## config.mk

```make
export PLATFORM = sky130hd
export DESIGN_NAME = pix_block_feeder_flat
export DESIGN_NICKNAME = d
export VERILOG_FILES = /design/src/rtl/pix_block_feeder_if.sv /design/src/rtl/pix_block_feeder.sv /design/src/flat_wrapper.sv
export SDC_FILE = /design/constraint.sdc
export NUM_CORES = 1
export LEC_CHECK = 0
export CAP_MARGIN = 20
export CORE_MARGIN = 2
export CORE_UTILIZATION = 50
export CTS_CLUSTER_DIAMETER = 200
export DETAILED_ROUTE_END_ITERATION = 7
export PLACE_DENSITY = 0.73
export SETUP_SLACK_MARGIN = 0.02
export SYNTH_ARGS = -nofsm -noshare
export SYNTH_HDL_FRONTEND = slang
export SYNTH_SLANG_ARGS = --single-unit
```

## constraint.sdc

```tcl
create_clock -name clk -period 6.6 [get_ports clk]
set_clock_uncertainty 0.15 [all_clocks]
set_input_delay 1.32 -clock clk [delete_from_list [all_inputs] [get_ports clk]]
set_output_delay 1.32 -clock clk [all_outputs]
set_load 0.1 [all_outputs]
```

## src/rtl/pix_block_feeder_if.sv

```systemverilog
// -----------------------------------------------------------------------------
// pix_block_feeder_if
// Bundles the ROM read port and the downstream pixel stream of the block
// feeder.
//   master : the feeder. It drives rom_rd, rom_addr, pix_data, pix_valid and
//            block_start, and receives rom_q and pix_ready.
//   slave  : the ROM plus the pixel consumer.
// Parameter AW is the raster pixel address width.
// -----------------------------------------------------------------------------
interface pix_block_feeder_if #(
  parameter int AW = 11
);
  logic          rom_rd;       // ROM read strobe
  logic [AW-1:0] rom_addr;     // raster pixel address
  logic [7:0]    rom_q;        // ROM data, one cycle after rom_rd
  logic [7:0]    pix_data;     // pixel in 8x8 block order
  logic          pix_valid;    // pix_data holds a pixel
  logic          pix_ready;    // consumer accepts
  logic          block_start;  // pix_data is pixel 0 of a block

  modport master (
    output rom_rd, rom_addr, pix_data, pix_valid, block_start,
    input  rom_q, pix_ready
  );

  modport slave (
    input  rom_rd, rom_addr, pix_data, pix_valid, block_start,
    output rom_q, pix_ready
  );
endinterface

```

## src/rtl/pix_block_feeder.sv

```systemverilog
// -----------------------------------------------------------------------------
// pix_block_feeder
// Reads a raster-ordered image from a ROM that has one cycle of read latency.
// Emits the image as a stream of 8x8 blocks: blocks in raster order, and
// pixels in raster order within each block.
//
// Ports
//   clk    : clock; all state changes happen on its rising edge
//   reset  : asynchronous, active-low reset
//   start  : begins one frame when the feeder is idle
//   bus    : pix_block_feeder_if.master (ROM port and pixel stream)
//   busy   : a frame is in progress
//   done   : one-cycle pulse after the final pixel of a frame is transferred
//
// Build option
//   PIX_FEED_CONTINUOUS_EN : after the last read of a frame, the feeder wraps
//   to address 0 and keeps running without a new start. done still pulses once
//   per frame, and busy stays high.
// -----------------------------------------------------------------------------
module pix_block_feeder #(
  parameter int IMG_W_BLK = 8,
  parameter int IMG_H_BLK = 4
) (
  input  logic                  clk,
  input  logic                  reset,
  input  logic                  start,
  pix_block_feeder_if.master    bus,
  output logic                  busy,
  output logic                  done
);

  localparam int AW  = $clog2(IMG_W_BLK * IMG_H_BLK * 64);
  localparam int BXW = $clog2(IMG_W_BLK);
  localparam int BYW = $clog2(IMG_H_BLK);

  typedef enum logic [1:0] {IDLE, RUN, DRAIN} state_t;

  state_t        state, state_nxt;
  logic [AW-1:0] rd_cnt;       // block-order read index {by, bx, row, col}
  logic [AW-1:0] out_cnt;      // transfers made in the current frame
  logic          rd_pend;      // a ROM read returns this cycle
  logic          rd_pend_bs;   // that read is pixel 0 of a block
  logic [7:0]    fifo_pix [2];
  logic          fifo_bs  [2];
  logic          wr_ptr, rd_ptr;
  logic [1:0]    occ;
  logic          xfer, last_rd, last_xfer;
  logic [2:0]    in_use;

  // Read order walks col, row, bx, by. The ROM is raster ordered, so the
  // block-column and pixel-row fields swap places in the address.
  assign bus.rom_addr = {rd_cnt[6+BXW +: BYW], rd_cnt[5:3],
                         rd_cnt[6 +: BXW], rd_cnt[2:0]};

  assign xfer      = bus.pix_valid & bus.pix_ready;
  assign last_rd   = (rd_cnt == '1);
  assign last_xfer = xfer && (out_cnt == '1);

  // Slots already claimed: FIFO entries plus the returning read. A pixel that
  // leaves this cycle frees its slot at once, so the stream can run at one
  // pixel per cycle with at most two pixels in the loop.
  assign in_use     = 3'(occ) + 3'(rd_pend) - 3'(xfer);
  assign bus.rom_rd = (state == RUN) && (in_use < 3'd2);

  assign bus.pix_valid   = (occ != 2'd0);
  assign bus.pix_data    = fifo_pix[rd_ptr];
  assign bus.block_start = fifo_bs[rd_ptr] & bus.pix_valid;
  assign busy            = (state != IDLE);

  // NOTE: always_comb assigns a default to every output first, so that no path
  // leaves a value unassigned and infers a latch.
  always_comb begin
    state_nxt = state;
    unique case (state)
      IDLE:  if (start) state_nxt = RUN;
`ifdef PIX_FEED_CONTINUOUS_EN
      RUN:   state_nxt = RUN;
`else
      RUN:   if (bus.rom_rd && last_rd) state_nxt = DRAIN;
`endif
      DRAIN: if (last_xfer) state_nxt = IDLE;
      default: state_nxt = IDLE;
    endcase
  end

  // NOTE: sequential state uses non-blocking assignments only. Every register
  // then samples pre-edge values, whatever order the statements appear in.
  always_ff @(posedge clk or negedge reset) begin
    if (!reset) begin
      state      <= IDLE;
      rd_cnt     <= '0;
      out_cnt    <= '0;
      rd_pend    <= 1'b0;
      rd_pend_bs <= 1'b0;
      done       <= 1'b0;
    end else begin
      state      <= state_nxt;
      rd_pend    <= bus.rom_rd;
      rd_pend_bs <= (rd_cnt[5:0] == 6'd0);
      done       <= last_xfer;
      // Both counters wrap to zero at the end of a frame, which leaves them
      // ready for the next frame.
      if (bus.rom_rd) rd_cnt  <= rd_cnt + AW'(1);
      if (xfer)       out_cnt <= out_cnt + AW'(1);
    end
  end

  // NOTE: the two FIFO entries are reset along with the control logic, because
  // pix_data and block_start are read straight from the head entry and must
  // come out of reset as zero.
  always_ff @(posedge clk or negedge reset) begin
    if (!reset) begin
      fifo_pix[0] <= 8'd0;
      fifo_pix[1] <= 8'd0;
      fifo_bs[0]  <= 1'b0;
      fifo_bs[1]  <= 1'b0;
      wr_ptr      <= 1'b0;
      rd_ptr      <= 1'b0;
      occ         <= 2'd0;
    end else begin
      if (rd_pend) begin
        fifo_pix[wr_ptr] <= bus.rom_q;
        fifo_bs[wr_ptr]  <= rd_pend_bs;
        wr_ptr           <= ~wr_ptr;
      end
      if (xfer) rd_ptr <= ~rd_ptr;
      occ <= occ + 2'(rd_pend) - 2'(xfer);
    end
  end

endmodule

```

## src/flat_wrapper.sv

```systemverilog
// flat-port wrapper written by rule: the top's interface ports become plain ports
module pix_block_feeder_flat 
#(
  parameter int IMG_W_BLK = 8,
  parameter int IMG_H_BLK = 4
)
  (clk, reset, start, busy, done, bus_rom_rd, bus_rom_addr, bus_pix_data, bus_pix_valid, bus_block_start, bus_rom_q, bus_pix_ready);
  pix_block_feeder_if #(.AW((11))) bus_i ();
  input  logic clk;
  input  logic reset;
  input  logic start;
  output logic busy;
  output logic done;
  output wire logic [$bits(bus_i.rom_rd)-1:0] bus_rom_rd;
  output wire logic [$bits(bus_i.rom_addr)-1:0] bus_rom_addr;
  output wire logic [$bits(bus_i.pix_data)-1:0] bus_pix_data;
  output wire logic [$bits(bus_i.pix_valid)-1:0] bus_pix_valid;
  output wire logic [$bits(bus_i.block_start)-1:0] bus_block_start;
  input wire logic [$bits(bus_i.rom_q)-1:0] bus_rom_q;
  input wire logic [$bits(bus_i.pix_ready)-1:0] bus_pix_ready;
  assign bus_rom_rd = bus_i.rom_rd;
  assign bus_rom_addr = bus_i.rom_addr;
  assign bus_pix_data = bus_i.pix_data;
  assign bus_pix_valid = bus_i.pix_valid;
  assign bus_block_start = bus_i.block_start;
  assign bus_i.rom_q = bus_rom_q;
  assign bus_i.pix_ready = bus_pix_ready;
  pix_block_feeder #(.IMG_W_BLK(IMG_W_BLK), .IMG_H_BLK(IMG_H_BLK)) u_core (.clk(clk), .reset(reset), .start(start), .bus(bus_i), .busy(busy), .done(done));
endmodule
```

==> metrics.md <==
| Metric | Value |
|---|---|
| Share of post-route cells with drive strength above 1 | `between 20% and 30%` |
| CP peak stage delay | `about 0.48 ns` |
| Synth top area share | `between 50% and 60%` |
| Syn Nets | `about 180` |
| Die height | `between 70 and 80 µm` |
| Global placement routability congestion | `0.740` |
| Clock buffer depth | `2` |
| H-tree levels | `2` |
| First-pass GRT wire length | `~6.4 mm` |
| Port Buffers | `35` |
| Max-Cap Viols | `0` |
| #FFs+latches synth | `about 50` |
| Post_cts resized | `0` |
| Top_reg_cell synth | `dfrtp_1` |
| Hold_buf cts | `0` |
| Crit path time final | `~5.5 ns` |
| CTS Buf Count | `5` |
| Cell Area, Synth | `2210 µm²` |
| Ys Warns | `0` |
| Ys async rst share | `100%` |
| Worst-path fanout max | `8` |
| Area contributors post-synth | `dfrtp_1 55%, mux2_2 14%, xnor2_1 4.4%, xor2_1 4.4%, ha_1 2.8%` |
| Later-pin clock latency in the skew report | `0.29 ns` |
| Most frequent cells in the layout | `49 x dfrtp_1, 33 x clkdlybuf4s50_1, 27 x mux2_2` |
| CP Capture Type | `primary output` |
| Slew @ Worst Pin | `between 0.9 and 1 ns` |
| Fin crit share | `82.8%` |
| Number of synthesized flops with an enable pin | `0` |
| Synthesis-to-layout area growth | `23.1%` |
| Worst-path cell chain | `clkdlybuf4s50_1 -> o21a_1 -> ha_1 -> inv_1 -> ha_1 -> fa_1 -> nor3b_2 -> and2_2 -> buf_4` |
| Final Hold Vio Count | `0` |
| Post-Place Setup Slack | `between 1 and 1.5 ns` |
| Fin Hold WS | `0.334 ns` |
| FILL cells | `333` |
| Most common cell after layout, fill and taps aside | `dfrtp_1` |
| Starting Density | `about half` |
| Setup Viol. Count Final | `0` |
| First-pass detailed-route iteration total | `4` |
| Setup WS post-layout | `between 1 and 1.5 ns` |
| DIE WIDTH | `roughly 70 µm` |
| Root Buffer | `clkbuf_8` |
| Vias/cell | `5.18` |
| Clock slew at reported path FFs | `roughly 0.080 ns` |
| IO Count | `36` |
| Rows | `24` |
| TritonCTS clock tree | `done` |
| Via count | `~1,300` |
| Slew HR | `approximately 34%` |
| Worst EP required | `around 5.1 ns` |
| DRT antenna net count | `0` |
| Worst path bufs/invs | `3` |
| Synth Instances | `~170` |
| Post-CTS setup buffer count | `0` |
| WL/cell | `14.4 µm` |
| Clock Sinks | `49` |
| RSZ-0062 raised after global routing | `no` |
| Die area | `roughly 5000 µm²` |
| Placement Cell Area | `2600 µm²` |
| Ant. Diodes | `0` |
| DR iter-0 viols | `34` |
| Critical Path Most Common Cell | `ha_1` |
| Vias in the first global route | `1,483` |
| Slowest cell on the critical path | `clkdlybuf4s50_1` |
| Family with the most delay on the worst path | `adder cells` |
| Sequential fraction of the synthesis area | `55.4%` |
| Hold crit path type | `flop to flop` |
| Core footprint | `around 4300 µm²` |
| Global Route Usage Sum | `between 10% and 20%` |
| Post-detail-place hpwl | `2.64 mm` |
| Syn Area/Cell | `about 13 µm²` |
| Slew Viols, Final | `0` |
| Worst EP arrival | `4.00 ns` |
| Crit Path Category | `input port to primary output` |
| Synth cell types | `36` |
| Drt drc | `0` |
| Area leader, netlist | `dfrtp_1` |
| Routed WL | `~3.7 mm` |
| GRT Residual Overflow | `0` |
| Design Area, Final | `2720 µm²` |
| Setup TNS | `0 ns` |
| Largest net degree at the start of global routing | `50` |
| Status | `finished, final reports clean` |
| # nets final | `between 200 and 250` |
| Max Fclk | `around 180 MHz` |
| Initial antenna violation count | `0` |
| Setup crit start kind | `input port` |
area by class of cell:
type                    count  area (µm²)  area share, %
clock inverters             2        35.0           1.29
inverters                  10        37.5           1.38
multi-input cells         103         927           34.1
well taps                  52        65.1           2.39
clock buffers               5        68.8           2.53
flip-flops and latches     49        1230           45.0
repair buffers             36         363           13.3
kinds of logic after synthesis:
group | share of synthesized area, %
buffers and inverters | 2.66
and+or+nand+nor | 13.2
adders and majority gates | 3.73
xor gates and xnor gates | 9.45
AOI/OAI and AO/OA | 1.30
muxes | 14.2
DFF | 55.4
routing by layer:
layer / vias to the layer above / part of all wire, % / GRT usage [%] / wire length, µm
li1: 632 / - / - / -
met1: 673 / 42 / 19.5 / 1540
met2: 19 / 54 / 29.8 / 1990
met3: 6 / 3.5 / 4.76 / 130
met4: 0 / 1.3 / 5.13 / 47
met5: - / 0 / 0 / 0
stage by stage:
step           instances  util [%]
2_1_floorplan        166         -
3_3_place_gp         249      60.5
3_5_place_dp         249      60.5
4_1_cts              256      62.9
6_report             257      63.4
5_1_grt              257      63.4
flip-flops by register name (all words and copies together) (netlist names):
signal	flops
u_core.wr_ptr	1
u_core.done	1
u_core.rd_cnt	11
u_core.out_cnt	11
u_core.rd_pend_bs	1
u_core.rd_ptr	1
u_core.rd_pend	1
u_core.fifo_pix	16
u_core.occ	2
u_core.state	2
u_core.fifo_bs	2
path summary, 6_finish.rpt:
path / from / to / depth (start not counted) / slack (ns)
worst min-delay path: u_core.out_cnt[8] / u_core.out_cnt[8] / 1 / 0.33
worst min register to register: u_core.out_cnt[8] / u_core.out_cnt[8] / 1 / 0.33
worst max-delay path: bus_pix_ready / bus_rom_rd / 9 / 1.13
max in group asynchronous: reset / u_core.state[0] / 2 / 5.05
worst max register to register: u_core.occ[1] / u_core.rd_cnt[10] / 9 / 3.63
min in group asynchronous: reset / u_core.fifo_pix[9] / 1 / 0.76
Yosys cell counts (all sizes together) (2+ instances only):
library cell	number
nor3	3
nand2	7
nand3	3
and2	3
nor2	8
ha	5
nand4	6
xor2	12
dfrtp	49
inv	10
clkbuf	2
and3	4
mux2	27
xnor2	11
buf	2
and4	3
nor4	2
Power is left out: the tool's default activity adds up to more than one toggle a clock period on the data nets, which glitch-free logic cannot reach.
